$ cat src/rtl/prefetch_fetch_unit.sv
// Prefetching instruction fetch unit.
// Issues pipelined, in-order requests to instruction memory and buffers the
// responses in a DEPTH-entry queue that decode drains over valid/ready. A
// redirect flushes the queue and marks in-flight responses for discard.
// Optional build macro FETCH_STATS_EN adds saturating fetch/drop counters.
module prefetch_fetch_unit #(
    parameter int unsigned         PC_WIDTH    = 16,
    parameter int unsigned         INSTR_WIDTH = 9,
    parameter int unsigned         DEPTH       = 4,
    parameter logic [PC_WIDTH-1:0] RESET_PC    = '0
) (
    input  logic                   clk,
    input  logic                   reset,
    input  logic                   fetch_en,
    input  logic                   redirect,
    input  logic [PC_WIDTH-1:0]    redirect_pc,
    output logic                   imem_req,
    output logic [PC_WIDTH-1:0]    imem_addr,
    input  logic                   imem_gnt,
    input  logic                   imem_rvalid,
    input  logic [INSTR_WIDTH-1:0] imem_rdata,
    output logic                   instr_valid,
    input  logic                   instr_ready,
    output logic [INSTR_WIDTH-1:0] instr_out,
    output logic [PC_WIDTH-1:0]    instr_pc,
    output logic [PC_WIDTH-1:0]    instr_pc_inc
`ifdef FETCH_STATS_EN
    ,
    output logic [31:0]            stat_fetched,
    output logic [31:0]            stat_dropped
`endif
);

    localparam int unsigned   CW      = $clog2(DEPTH + 1);
    localparam int unsigned   PW      = $clog2(DEPTH);
    localparam logic [CW+1:0] DEPTH_C = (CW + 2)'(DEPTH);

    logic [PC_WIDTH-1:0] fetch_pc_q, fetch_pc_d;
    logic [PC_WIDTH-1:0] resp_pc_q, resp_pc_d;
    logic [CW-1:0]       count_q, count_d;
    logic [CW-1:0]       outstanding_q, outstanding_d;
    logic [CW-1:0]       drop_cnt_q, drop_cnt_d;
    logic [PW-1:0]       wr_ptr_q, wr_ptr_d;
    logic [PW-1:0]       rd_ptr_q, rd_ptr_d;

    logic [INSTR_WIDTH-1:0] q_instr  [DEPTH];
    logic [PC_WIDTH-1:0]    q_pc     [DEPTH];
    logic [PC_WIDTH-1:0]    q_pc_inc [DEPTH];

    logic [CW+1:0] credit_used;
    logic          grant;
    logic          push;
    logic          pop;
    logic          resp_drop;

    // Handshake decode; a request is only raised when a queue slot is reserved for its response.
    always_comb begin
        credit_used = (CW + 2)'(count_q) + (CW + 2)'(outstanding_q) + (CW + 2)'(drop_cnt_q);
        imem_req    = fetch_en & ~redirect & (credit_used < DEPTH_C);
        imem_addr   = fetch_pc_q;
        grant       = imem_req & imem_gnt;
        resp_drop   = imem_rvalid & (drop_cnt_q != '0);
        push        = imem_rvalid & (drop_cnt_q == '0) & ~redirect;
        instr_valid = (count_q != '0) & ~redirect;
        pop         = instr_valid & instr_ready;
    end

    // Next-state for PCs, occupancy, credit and pointer bookkeeping.
    always_comb begin
        fetch_pc_d    = fetch_pc_q;
        resp_pc_d     = resp_pc_q;
        count_d       = count_q;
        outstanding_d = outstanding_q;
        drop_cnt_d    = drop_cnt_q;
        wr_ptr_d      = wr_ptr_q;
        rd_ptr_d      = rd_ptr_q;
        if (redirect) begin
            fetch_pc_d    = redirect_pc;
            resp_pc_d     = redirect_pc;
            count_d       = '0;
            wr_ptr_d      = '0;
            rd_ptr_d      = '0;
            // Every request still in flight is now stale; a word landing this cycle
            // retires one of them whether it came from drop_cnt or outstanding.
            drop_cnt_d    = drop_cnt_q + outstanding_q - CW'(imem_rvalid);
            outstanding_d = '0;
        end else begin
            if (grant) begin
                fetch_pc_d = fetch_pc_q + PC_WIDTH'(1);
            end
            if (resp_drop) begin
                drop_cnt_d = drop_cnt_q - CW'(1);
            end
            if (push) begin
                wr_ptr_d  = wr_ptr_q + PW'(1);
                resp_pc_d = resp_pc_q + PC_WIDTH'(1);
            end
            if (pop) begin
                rd_ptr_d = rd_ptr_q + PW'(1);
            end
            outstanding_d = outstanding_q + CW'(grant) - CW'(push);
            count_d       = count_q + CW'(push) - CW'(pop);
        end
    end

    // Control state registers.
    always_ff @(posedge clk) begin
        if (reset) begin
            fetch_pc_q    <= RESET_PC;
            resp_pc_q     <= RESET_PC;
            count_q       <= '0;
            outstanding_q <= '0;
            drop_cnt_q    <= '0;
            wr_ptr_q      <= '0;
            rd_ptr_q      <= '0;
        end else begin
            fetch_pc_q    <= fetch_pc_d;
            resp_pc_q     <= resp_pc_d;
            count_q       <= count_d;
            outstanding_q <= outstanding_d;
            drop_cnt_q    <= drop_cnt_d;
            wr_ptr_q      <= wr_ptr_d;
            rd_ptr_q      <= rd_ptr_d;
        end
    end

    // Queue storage; cleared on reset so the head outputs read as zero.
    always_ff @(posedge clk) begin
        if (reset) begin
            for (int i = 0; i < DEPTH; i++) begin
                q_instr[i]  <= '0;
                q_pc[i]     <= '0;
                q_pc_inc[i] <= '0;
            end
        end else if (push) begin
            q_instr[wr_ptr_q]  <= imem_rdata;
            q_pc[wr_ptr_q]     <= resp_pc_q;
            q_pc_inc[wr_ptr_q] <= resp_pc_q + PC_WIDTH'(1);
        end
    end

    assign instr_out    = q_instr[rd_ptr_q];
    assign instr_pc     = q_pc[rd_ptr_q];
    assign instr_pc_inc = q_pc_inc[rd_ptr_q];

`ifdef FETCH_STATS_EN
    logic [31:0] stat_fetched_q;
    logic [31:0] stat_dropped_q;
    logic [31:0] drop_inc;
    logic [32:0] fetched_sum;
    logic [32:0] dropped_sum;

    // Drops are flushed entries on redirect plus every discarded response word.
    always_comb begin
        drop_inc    = redirect ? (32'(count_q) + 32'(imem_rvalid)) : 32'(resp_drop);
        fetched_sum = {1'b0, stat_fetched_q} + 33'(push);
        dropped_sum = {1'b0, stat_dropped_q} + {1'b0, drop_inc};
    end

    // Saturating statistics counters.
    always_ff @(posedge clk) begin
        if (reset) begin
            stat_fetched_q <= '0;
            stat_dropped_q <= '0;
        end else begin
            stat_fetched_q <= fetched_sum[32] ? '1 : fetched_sum[31:0];
            stat_dropped_q <= dropped_sum[32] ? '1 : dropped_sum[31:0];
        end
    end

    assign stat_fetched = stat_fetched_q;
    assign stat_dropped = stat_dropped_q;
`endif

endmodule
$ cat config.mk
export PLATFORM = sky130hd
export DESIGN_NAME = prefetch_fetch_unit
export DESIGN_NICKNAME = d
export VERILOG_FILES = /design/src/rtl/prefetch_fetch_unit.sv
export SDC_FILE = /design/constraint.sdc
export NUM_CORES = 1
export LEC_CHECK = 0
export CAP_MARGIN = 20
export CORE_MARGIN = 3
export CORE_UTILIZATION = 40
export DETAILED_ROUTE_END_ITERATION = 8
export SETUP_SLACK_MARGIN = 0.3
export SYNTH_ARGS = -nofsm -noshare
export SYNTH_HDL_FRONTEND = slang
export SYNTH_SLANG_ARGS = --single-unit
$ cat constraint.sdc
create_clock -name clk -period 6.2 [get_ports clk]
set_input_delay 1.24 -clock clk [delete_from_list [all_inputs] [get_ports clk]]
set_output_delay 1.24 -clock clk [all_outputs]
set_load 0.02 [all_outputs]
==> impl_metrics.py <==
metrics = {
    "outcome": {
        "run_status": "completed",
    },
    "layout": {
        "commonest_cells_after_routing_fill_and_taps_aside": "edfxtp_1, nor2_1, clkdlybuf4s50_1",
        "area_growth_pct": 18.87,
        "fillCellCount": 2208,
        "register_area_um2": 5868,
        "mostFrequentLayoutCell": "edfxtp_1",
        "fin_util": 0.4886,
        "multiInputGateArea_um2": 3712,
        "final_net_count": 948,
        "antenna_cells_inserted": 0,
        "final_layout_size_suffix_gt1_frac": 0.1247,
    },
    "critical_path": {
        "cell_breakdown_of_the_critical_path": "inv_1 -> fa_1 -> nor2_1 -> fa_1 -> nor2_1 -> o211ai_1 -> buf_4 -> nor2_1 -> clkdlybuf4s50_1",
        "cpLargestDelayFamily": "adder cells",
        "critical_path_endpoint_category": "primary output",
        "critical_path.most_common_cell": "nor2_1",
        "critical_path_class": "flop to primary output",
        "cp_num_buf_inv": 3,
        "worst_path_max_delay_cell": "clkdlybuf4s50_1",
        "cp_max_fo": 18,
        "worstSetupStartpointType": "flop",
        "worst_ep_required_time_ns": 4.96,
        "critPathArrivalTime_ns": 3.28,
        "cpPeakStageDelay_ns": 0.61,
    },
    "synthesis": {
        "synth_ff_type": "edfxtp_1",
        "yosys.area.top_type_share": 0.4869,
        "synth_area_leader_cell": "edfxtp_1",
        "ys_ff_latch": 211,
        "xor_xnor_cell_area_share_of_the_yosys_netlist": 0.02078,
        "synthCells": 830,
        "netlist-cell-type-count": 66,
        "post_synthesis_async_set_or_reset_flop_share": 0,
        "synth_top_family_by_area": "simple AND/OR/NAND/NOR gates",
        "yosysWarningCount": 0,
        "most_area_consuming_cells_after_synthesis": "edfxtp_1, dfxtp_1, mux4_2",
        "mean_area_per_synthesized_cell_um2": 12.18,
        "synthSimpleGateAreaFrac": 0.1513,
        "synth_compound_area_frac": 0.07039,
        "synth.yosys.seq_area_share": 0.5800,
        "synth_enable_flop_cells": 164,
        "syn_area_um2": 10110,
        "mappedNetlistNets": 881,
        "synthAdderAreaFrac": 0.02796,
        "proportion_of_synthesized_area_in_mux_cells": 0.09440,
    },
    "die": {
        "fp.dieW_um": 165.0,
        "die_y_um": 165.0,
        "core-area_um2": 24600,
        "starting_utilization_of_the_core_area": 0.4110,
        "number_of_core_rows": 57,
        "ios": 91,
        "die_area_um2": 27230,
    },
    "global_routing": {
        "gr-usage-met1": 0.2613,
        "grt_use_met2": 0.2842,
        "gr-usage-all-layers": 0.1794,
        "grt_overflow_total": 0,
        "grt-busiest-layer": "met2",
        "grt_antenna_before_repair": 0,
        "grt_pass1_vias": 6874,
        "grtUsageMet3": 0.02759,
        "grt_first_pass_wirelength_mm": 38.35,
        "grt_max_degree": 54,
    },
    "clock_network": {
        "cts_hold_buffers": 0,
        "htree_levels": 1,
        "postCtsSetupRepairBufs": 0,
        "clock_transition_at_path_regs_ns": 0.06,
        "cts_made_buffers": 24,
        "longest_clk_path_bufs": 3,
        "worstSkewPairLatency_ns": 0.51,
        "tritoncts": "built",
        "cts-root-buf": "clkbuf_16",
        "ctsResizeCount": 0,
        "cts_sinks": 211,
    },
    "sta": {
        "tns_setup_ns": 0,
        "setup_viol": 0,
        "hold_violations": 0,
        "min_period_over_period": 0.7297,
        "achievable_clock_frequency_mhz": 221.0,
        "finalWorstPathRequiredPeriod_ns": 4.524,
        "rsz0062_at_grt": "no",
        "worstMarginPinSlew_ns": 1.071,
        "clock_skew_ns": 0.01569,
        "maxSlewHeadroom": 0.2832,
        "finalMaxSlewViolations": 0,
    },
    "drt": {
        "wl_per_cell_um": 19.36,
        "first_iter_violations": 631,
        "vias": 6738,
        "drt-vias-per-instance": 5.443,
        "finalWirelength_mm": 23.96,
        "drt_drc_violations_left": 0,
        "number_of_detailed_route_iterations_in_the_first_pass": 6,
        "postRouteAntennaNets": 0,
    },
    "placed_design": {
        "place_congestion": 0.8119,
        "portBuffers": 90,
        "post_dp_hpwl_mm": 15.59,
    },
    "power_and_ir_drop": {
        "p_leak_nw": 4.250,
        "power_density_nw_per_um2": 301.2,
        "peak_vdd_ir_v": 0.0001712,
        "power_consumption_mw": 3.621,
    },
    "run": {
        "maxCapViolations": 0,
    },
    "min_path": {
        "min_path_type": "flop to flop",
    },
}
power breakdown:
part	internal (mW)	switching [mW]
sequential	1.61	0.0606
combinational	0.208	0.288
clock	0.894	0.562
layer usage:
layer  share of wire  up-vias
met4           0.017        0
met5               0        -
met2            0.46      240
met3           0.060       36
li1                -     3165
met1            0.46     3297
cell families after synthesis:
family / Yosys count
xor gates and xnor gates: 24
and+or+nand+nor: 310
adders and majority gates: 19
AOI/OAI and AO/OA: 100
muxes: 44
DFF: 211
buffers and inverters: 122
stage by stage:
step | area (um^2) | cells | hold slack (ns) | setup WS (ns)
after detailed placement | 11200 | 1195 | 0.5155 | 1.808
after CTS | 12020 | 1238 | 0.5295 | 1.635
after floorplan | 10110 | 830 | 0.4835 | 2.491
after global placement | 11200 | 1195 | 0.5103 | 1.857
final | 12020 | 1238 | 0.5285 | 1.676
after global routing | 12020 | 1238 | 0.5619 | 1.487
state kept, by name, summed over array words and instances (netlist names), named ones only:
register and flops:
q_pc 64, q_pc_inc 64, q_instr 36, imem_addr 16, resp_pc_q 16, count_q 3, drop_cnt_q 3, outstanding_q 3
rd_ptr_q 2, wr_ptr_q 2
synthesized netlist by cell type (15+ instances only):
cell type and number:
nor3_1 17, inv_1 60, clkbuf_1 29, nand4_1 15
dfxtp_1 47, xnor2_1 17, mux4_2 41, nor4_1 15
o31a_1 15, and2_1 21, nand2_1 44, buf_2 17
nor2_1 133, a21oi_1 34, edfxtp_1 164
worst min-delay path: stages (launching register included):
cell and delay [ns]:
dfxtp_1 0.35, xnor2_1 0.08, nor2_1 0.08
final cells by class:
| type | count | share of cell area |
|---|---|---|
| sequential | 211 | 0.4881 |
| multi-input combinational | 497 | 0.3088 |
| clock inverter | 13 | 0.01530 |
| inverter | 60 | 0.01873 |
| tap | 324 | 0.03372 |
| clock buffer | 30 | 0.05266 |
| timing repair buffer | 103 | 0.08264 |
final timing paths:
check / slack [ns] / end / start / cells after the start
worst min register to register: 0.53 / outstanding_q[2] / outstanding_q[1] / 2
worst max-delay path: 1.68 / imem_req / count_q[1] / 9
worst min-delay path: 0.53 / outstanding_q[2] / outstanding_q[1] / 2
worst max register to register: 2.26 / outstanding_q[2] / count_q[1] / 15
Note: power is estimated with default switching activity, not from simulation.
